<file path="src/rtl/equiv_check_if.sv">
// Bus between the equivalence-check harness and the environment that hosts
// the reference model and the synthesized netlist.
//
// Handshake: start and seed_load are single-cycle requests sampled on posedge
// clk and honoured only while busy is low; there is no ready/ack, a request
// made while busy is dropped. Results (done, pass, mismatch, fail_idx,
// sig_ref, sig_dut) are valid whenever done is high and stay stable until
// the next accepted start or reset.
interface equiv_check_if #(
    parameter int IN_W  = 68,
    parameter int OUT_W = 82
);
    logic             start;
    logic             seed_load;
    logic [63:0]      seed;
    logic [IN_W-1:0]  stim;
    logic [OUT_W-1:0] y_ref;
    logic [OUT_W-1:0] y_dut;
    logic             busy;
    logic             done;
    logic             pass;
    logic             mismatch;
    logic [15:0]      fail_idx;
    logic [OUT_W-1:0] sig_ref;
    logic [OUT_W-1:0] sig_dut;

    modport master (
        input  start, seed_load, seed, y_ref, y_dut,
        output stim, busy, done, pass, mismatch, fail_idx, sig_ref, sig_dut
    );

    modport slave (
        output start, seed_load, seed, y_ref, y_dut,
        input  stim, busy, done, pass, mismatch, fail_idx, sig_ref, sig_dut
    );
endinterface

</file>
<file path="src/rtl/equiv_check_harness.sv">
// Drives LFSR stimulus to a reference model and a netlist copy, compares the
// two outputs at the end of every hold window and folds them into signatures.
module equiv_check_harness #(
    parameter int IN_W         = 68,
    parameter int OUT_W        = 82,
    parameter int NUM_VEC      = 21,
    parameter int HOLD         = 1,
    parameter bit STOP_ON_FAIL = 1'b0
) (
    input  logic          clk,
    input  logic          rst,
    equiv_check_if.master bus,
    output logic [1:0]    dbg_state
);
    localparam logic [1:0] S_IDLE = 2'd0;
    localparam logic [1:0] S_RUN  = 2'd1;
    localparam logic [1:0] S_DONE = 2'd2;

    localparam int HW = (HOLD > 1) ? $clog2(HOLD) : 1;

    logic [1:0]       state;
    logic [63:0]      lfsr;
    logic [15:0]      idx;
    logic [HW-1:0]    hold_cnt;
    logic [IN_W-1:0]  stim_q;
    logic             busy_q;
    logic             done_q;
    logic             mism_q;
    logic [15:0]      fidx_q;
    logic [OUT_W-1:0] sig_ref_q;
    logic [OUT_W-1:0] sig_dut_q;

    logic [63:0] lfsr_adv;
    logic [63:0] seed_fix;
    logic [63:0] next_lfsr;
    logic        new_fail;
    logic        last_vec;
    logic        hold_end;

    function automatic logic [IN_W-1:0] replicate(input logic [63:0] v);
        logic [IN_W-1:0] r;
        for (int i = 0; i < IN_W; i++) begin
            r[i] = v[6'(i % 64)];
        end
        return r;
    endfunction

    always_comb begin
        lfsr_adv  = {lfsr[62:0], lfsr[63] ^ lfsr[62] ^ lfsr[60] ^ lfsr[59]};
        seed_fix  = (bus.seed == 64'd0) ? 64'h1 : bus.seed;
        // Vector 1 uses the seed itself; each later vector retires the previous random one.
        next_lfsr = (idx == 16'd0) ? lfsr : lfsr_adv;
        new_fail  = (bus.y_ref != bus.y_dut) && !mism_q;
        last_vec  = (idx == 16'(NUM_VEC));
        hold_end  = (hold_cnt == HW'(HOLD - 1));
    end

    always_ff @(posedge clk) begin
        if (rst) begin
            state     <= S_IDLE;
            lfsr      <= 64'h1;
            idx       <= 16'd0;
            hold_cnt  <= '0;
            stim_q    <= '0;
            busy_q    <= 1'b0;
            done_q    <= 1'b0;
            mism_q    <= 1'b0;
            fidx_q    <= 16'd0;
            sig_ref_q <= '0;
            sig_dut_q <= '0;
        end else begin
            case (state)
                S_IDLE, S_DONE: begin
                    if (bus.seed_load) lfsr <= seed_fix;
                    if (bus.start) begin
                        state     <= S_RUN;
                        stim_q    <= '0;
                        idx       <= 16'd0;
                        hold_cnt  <= '0;
                        busy_q    <= 1'b1;
                        done_q    <= 1'b0;
                        mism_q    <= 1'b0;
                        fidx_q    <= 16'd0;
                        sig_ref_q <= '0;
                        sig_dut_q <= '0;
                    end
                end
                S_RUN: begin
                    if (!hold_end) begin
                        hold_cnt <= hold_cnt + HW'(1);
                    end else begin
                        sig_ref_q <= {sig_ref_q[OUT_W-2:0], sig_ref_q[OUT_W-1]} ^ bus.y_ref;
                        sig_dut_q <= {sig_dut_q[OUT_W-2:0], sig_dut_q[OUT_W-1]} ^ bus.y_dut;
                        if (new_fail) begin
                            mism_q <= 1'b1;
                            fidx_q <= idx;
                        end
                        lfsr <= next_lfsr;
                        if (last_vec || (STOP_ON_FAIL && new_fail)) begin
                            state  <= S_DONE;
                            busy_q <= 1'b0;
                            done_q <= 1'b1;
                        end else begin
                            idx      <= idx + 16'd1;
                            hold_cnt <= '0;
                            stim_q   <= replicate(next_lfsr);
                        end
                    end
                end
                default: state <= S_IDLE;
            endcase
        end
    end

    assign bus.stim     = stim_q;
    assign bus.busy     = busy_q;
    assign bus.done     = done_q;
    assign bus.pass     = done_q && !mism_q;
    assign bus.mismatch = mism_q;
    assign bus.fail_idx = fidx_q;
    assign bus.sig_ref  = sig_ref_q;
    assign bus.sig_dut  = sig_dut_q;
    assign dbg_state    = state;
endmodule
</file>
<file path="src/flat_wrapper.sv">
// flat-port wrapper written by rule: the top's interface ports become plain ports
module equiv_check_harness_flat 
#(
    parameter int IN_W         = 68,
    parameter int OUT_W        = 82,
    parameter int NUM_VEC      = 21,
    parameter int HOLD         = 1,
    parameter bit STOP_ON_FAIL = 1'b0
)
  (clk, rst, dbg_state, bus_start, bus_seed_load, bus_seed, bus_y_ref, bus_y_dut, bus_stim, bus_busy, bus_done, bus_pass, bus_mismatch, bus_fail_idx, bus_sig_ref, bus_sig_dut);
  equiv_check_if #(.IN_W(IN_W), .OUT_W(OUT_W)) bus_i ();
  input  logic clk;
  input  logic rst;
  output logic [1:0] dbg_state;
  input wire logic [$bits(bus_i.start)-1:0] bus_start;
  input wire logic [$bits(bus_i.seed_load)-1:0] bus_seed_load;
  input wire logic [$bits(bus_i.seed)-1:0] bus_seed;
  input wire logic [$bits(bus_i.y_ref)-1:0] bus_y_ref;
  input wire logic [$bits(bus_i.y_dut)-1:0] bus_y_dut;
  output wire logic [$bits(bus_i.stim)-1:0] bus_stim;
  output wire logic [$bits(bus_i.busy)-1:0] bus_busy;
  output wire logic [$bits(bus_i.done)-1:0] bus_done;
  output wire logic [$bits(bus_i.pass)-1:0] bus_pass;
  output wire logic [$bits(bus_i.mismatch)-1:0] bus_mismatch;
  output wire logic [$bits(bus_i.fail_idx)-1:0] bus_fail_idx;
  output wire logic [$bits(bus_i.sig_ref)-1:0] bus_sig_ref;
  output wire logic [$bits(bus_i.sig_dut)-1:0] bus_sig_dut;
  assign bus_i.start = bus_start;
  assign bus_i.seed_load = bus_seed_load;
  assign bus_i.seed = bus_seed;
  assign bus_i.y_ref = bus_y_ref;
  assign bus_i.y_dut = bus_y_dut;
  assign bus_stim = bus_i.stim;
  assign bus_busy = bus_i.busy;
  assign bus_done = bus_i.done;
  assign bus_pass = bus_i.pass;
  assign bus_mismatch = bus_i.mismatch;
  assign bus_fail_idx = bus_i.fail_idx;
  assign bus_sig_ref = bus_i.sig_ref;
  assign bus_sig_dut = bus_i.sig_dut;
  equiv_check_harness #(.IN_W(IN_W), .OUT_W(OUT_W), .NUM_VEC(NUM_VEC), .HOLD(HOLD), .STOP_ON_FAIL(STOP_ON_FAIL)) u_core (.clk(clk), .rst(rst), .bus(bus_i), .dbg_state(dbg_state));
endmodule
</file>
<file path="config.mk">
export PLATFORM = sky130hd
export DESIGN_NAME = equiv_check_harness_flat
export DESIGN_NICKNAME = d
export VERILOG_FILES = /design/src/rtl/equiv_check_if.sv /design/src/rtl/equiv_check_harness.sv /design/src/flat_wrapper.sv
export SDC_FILE = /design/constraint.sdc
export NUM_CORES = 1
export LEC_CHECK = 0
export BUFFER_PORTS_ARGS = -buffer_cell sky130_fd_sc_hd__buf_2
export CAP_MARGIN = 20
export CORE_AREA = 2 2 189 191
export CTS_CLUSTER_SIZE = 40
export DETAILED_ROUTE_END_ITERATION = 10
export DIE_AREA = 0 0 191 193
export PLACE_DENSITY = 0.66
export SLEW_MARGIN = 5
export SYNTH_ARGS = -nofsm -noshare
export SYNTH_HDL_FRONTEND = slang
export SYNTH_SLANG_ARGS = --single-unit
</file>
<file path="constraint.sdc">
create_clock -name clk -period 2.7 [get_ports clk]
set_input_delay 0.54 -clock clk [delete_from_list [all_inputs] [get_ports clk]]
set_output_delay 0.54 -clock clk [all_outputs]
set_load 0.01 [all_outputs]
</file>
==> metrics.md <==
| Metric | Value |
|---|---|
| Max Slew Vio Count | 0 |
| Area Overhead vs Synth | 27.23% |
| Worst EP required | 3.12 ns |
| Synthesized flop and latch total | 297 |
| Final Util | 50.55% |
| Met3 WL | 4325 um |
| Rows | 69 |
| Main synth FF type | dfxtp_1 |
| Final TNS setup | 0 ns |
| Die height | 193 um |
| F_max | 0.4383 GHz |
| Yosys cell types | 42 |
| Crit-path max cell delay | 0.56 ns |
| Crit path depth | 7 |
| Mapped cell area | 13890 sq um |
| Warnings, synthesis | 0 |
| RSZ-0062 raised after global routing | no |
| Post-CTS Repair Setup Buffers | 0 |
| Sequential share of the synthesized area | 42.80% |
| Layout cells sized above 1 | 26.32% |
| Worst r2r src | u_core.idx[1] |
| Period utilisation layout | 84.51% |
| # IOs | 486 |
| Antenna viol nets, final | 0 |
| Resized cells post-CTS | 0 |
| Root Buffer | clkbuf_16 |
| # clock sinks | 297 |
| DR pass1 iterations | 6 |
| Clk slew on worst S/H paths | 0.06 ns |
| Mean Syn Cell Area | 8.460 sq um |
| Die width | 191 um |
| P_leak | 8.210 nW |
| HP Class | primary input to flop |
| Hold Path Origin | bus_seed[44] |
| Buf/Inv on CP | 1 |
| Asr flop ratio synth | 0% |
| Die footprint | 36860 sq um |
| Endpoints failing setup | 0 |
| CP max stage cell | or4_1 |
| Synth area leaders | dfxtp_1, xor2_1, a22oi_1 |
| Reg2Reg Depth | 8 |
| Initial antenna violation count | 11 |
| Wire length on met2 | 23940 um |
| Clock Latency Late Sink | 0.52 ns |
| Initial Util | 39.73% |
| Layout net count | 2276 |
| # H-tree levels | 2 |
| CP most frequent cell | nand4_1 |
| Pwr Density | 658.0 nW/um^2 |
| Post-synth top area share | 42.80% |
| Vias in the first global route | 12420 |
| Clk buf depth | 3 |
| Port bufs | 453 |
| DR top layer | met5 |
| Filler instances | 3379 |
| CP Max Fanout | 2 |
| Vias per cell | 5.191 |
| Arrival time worst endpoint | 2.70 ns |
| Final hold violations | 0 |
| Worst R2R Setup Slack | 0.46 ns |
| Crit path time final | 2.282 ns |
| CTS tree | yes |
| CP startpoint kind | primary input |
| Worst slew margin | 30.51% |
| GR Overflow Total | 0 |
| CP delay by family, top | simple AND/OR/NAND/NOR gates |
| Routed WL | 49140 um |
| CP endpoint | u_core.bus.fail_idx[15] |
| CORE AREA | 34960 sq um |
| Cts bufs inserted | 35 |
| Reg2reg end | u_core.bus.stim[13] |
| Clk_skew | 0.02628 ns |
| Largest net degree at the start of global routing | 165 |
| Crit path capture type | flop |
| Setup CP Type | primary input to flop |
| Via Count | 13160 |
| Gr usage total | 25.37% |
| CP Launch Point | bus_y_dut[17] |
| Worst-Margin Slew | 1.042 ns |
| Gate Count Post-Synth | 1642 |
| DRC violations left | 0 |
| Post-DP HPWL | 36810 um |
| First-pass GRT wire length | 71480 um |
| Cell taking the most area after synthesis | dfxtp_1 |
| Status | complete, no violations |
| Max-Cap Viols | 0 |
| DRT met1 WL | 18840 um |
| GPL Wtd Cong | 0.9079 |
| DR iter-0 viols | 916 |
| WL/cell | 19.39 um |
| VDD IR max | 0.4557 mV |
| Hold buffer count at cts | 0 |
| Critical path, cell by cell | buf_2 -> xnor2_1 -> nand4_1 -> nor4_1 -> nand4_1 -> or4_1 -> o211ai_1 |
| EDFF count, synth | 0 |
==> registers in the layout (all words and copies together) (netlist names) <==
signal               flops
u_core.bus.sig_dut      82
u_core.bus.sig_ref      82
u_core.lfsr             64
u_core.bus.stim         32
u_core.bus.fail_idx     16
u_core.idx              16
u_core.dbg_state         2
u_core.bus.busy          1
u_core.bus.done          1
u_core.bus.mismatch      1
==> worst min path at each step <==
stage,to,slack [ns],depth (start not counted)
5_1_grt,u_core.lfsr[56],0.30,3
4_1_cts,u_core.lfsr[56],0.29,3
6_report,u_core.lfsr[44],0.32,3
3_3_place_gp,u_core.bus.stim[5],0.44,2
3_5_place_dp,u_core.bus.stim[26],0.44,2
2_1_floorplan,u_core.lfsr[33],0.46,2
==> stage by stage <==
step | worst slack (ns) | power (mW) | area (sq um) | hold WS (ns) | cells
3_5_place_dp | -0.1877 | 6.866 | 16470 | 0.4401 | 2465
2_1_floorplan | 0.6507 | 6.053 | 14010 | 0.4552 | 1673
3_3_place_gp | -0.1549 | 6.838 | 16470 | 0.4379 | 2465
4_1_cts | 0.3447 | 11.74 | 17650 | 0.2915 | 2524
6_report | 0.4184 | 11.63 | 17670 | 0.3165 | 2535
5_1_grt | 0.2425 | 12.10 | 17670 | 0.2993 | 2533
==> cells by family after synthesis <==
group / count (synthesis) / synth area share [%]
simple gates: 610 / 18.24
flops: 297 / 42.80
compound gates: 289 / 14.86
xor+xnor: 261 / 16.45
buf+inv: 150 / 5.116
mux: 31 / 2.234
fa+ha+maj: 3 / 0.2702
other cells: 1 / 0.02699
==> layout make-up <==
| cell class | count | area, sq um | area share (%) |
|---|---|---|---|
| Multi-Input combinational cell | 1226 | 7380 | 41.75 |
| Clock buffer | 51 | 1047 | 5.925 |
| Timing Repair Buffer | 478 | 2552 | 14.44 |
| Inverter | 3 | 11.26 | 0.06371 |
| Tap cell | 461 | 576.8 | 3.263 |
| Sequential cell | 297 | 5946 | 33.64 |
| Antenna cell | 11 | 27.53 | 0.1557 |
| Clock inverter | 8 | 133.9 | 0.7575 |
==> synth_stat cells, types with 3 or more instances <==
library cell and number:
nand2b_1 3, buf_2 10, nand4_1 26, ha_1 3, buf_1 5, nor3_1 5, xor2_1 191, a21oi_1 69
xnor2_1 70, and3_1 3, clkbuf_1 96, a22oi_1 164, or3_1 3, a311oi_1 29, a22o_1 15, inv_1 3
nor4_1 28, nand2_1 223, nand3_1 7, dfxtp_1 297, mux2i_1 31, nor4_2 3, o21ai_0 4, buf_4 36
nor2b_1 4, nor2_1 296
==> placed cells by master (no fill, tap or decap), types with 29 or more instances in the layout <==
cell,instances
xor2_1,191
mux2i_1,31
buf_2,452
xnor2_1,70
a21oi_1,69
nor2_1,294
a22oi_1,164
a311oi_1,29
dfxtp_1,297
conb_1,32
nand2_1,223
clkbuf_16,36
==> metal layers <==
metal  vias up  GRT usage, %
li1       6342             -
met3       102         7.095
met4         2         12.40
met2       538         42.93
met1      6176         29.61
met5         -             0
==> power by group <==
part / switching [mW] / leakage (nW) / internal, mW / total (mW)
combinational: 1.18 / 5.21 / 0.752 / 1.93
clock: 1.87 / 0.581 / 2.98 / 4.84
sequential: 0.225 / 2.42 / 4.63 / 4.86
==> worst reg2reg max path: cells and delay by family, from the launching register on <==
family,cells,cell delay [ns]
DFF,1,0.35
and+or+nand+nor,3,0.72
buffers and inverters,2,0.51
AOI/OAI and AO/OA,2,0.43
adders and majority gates,1,0.18
No activity file was read; power rests on OpenSTA's default activity.
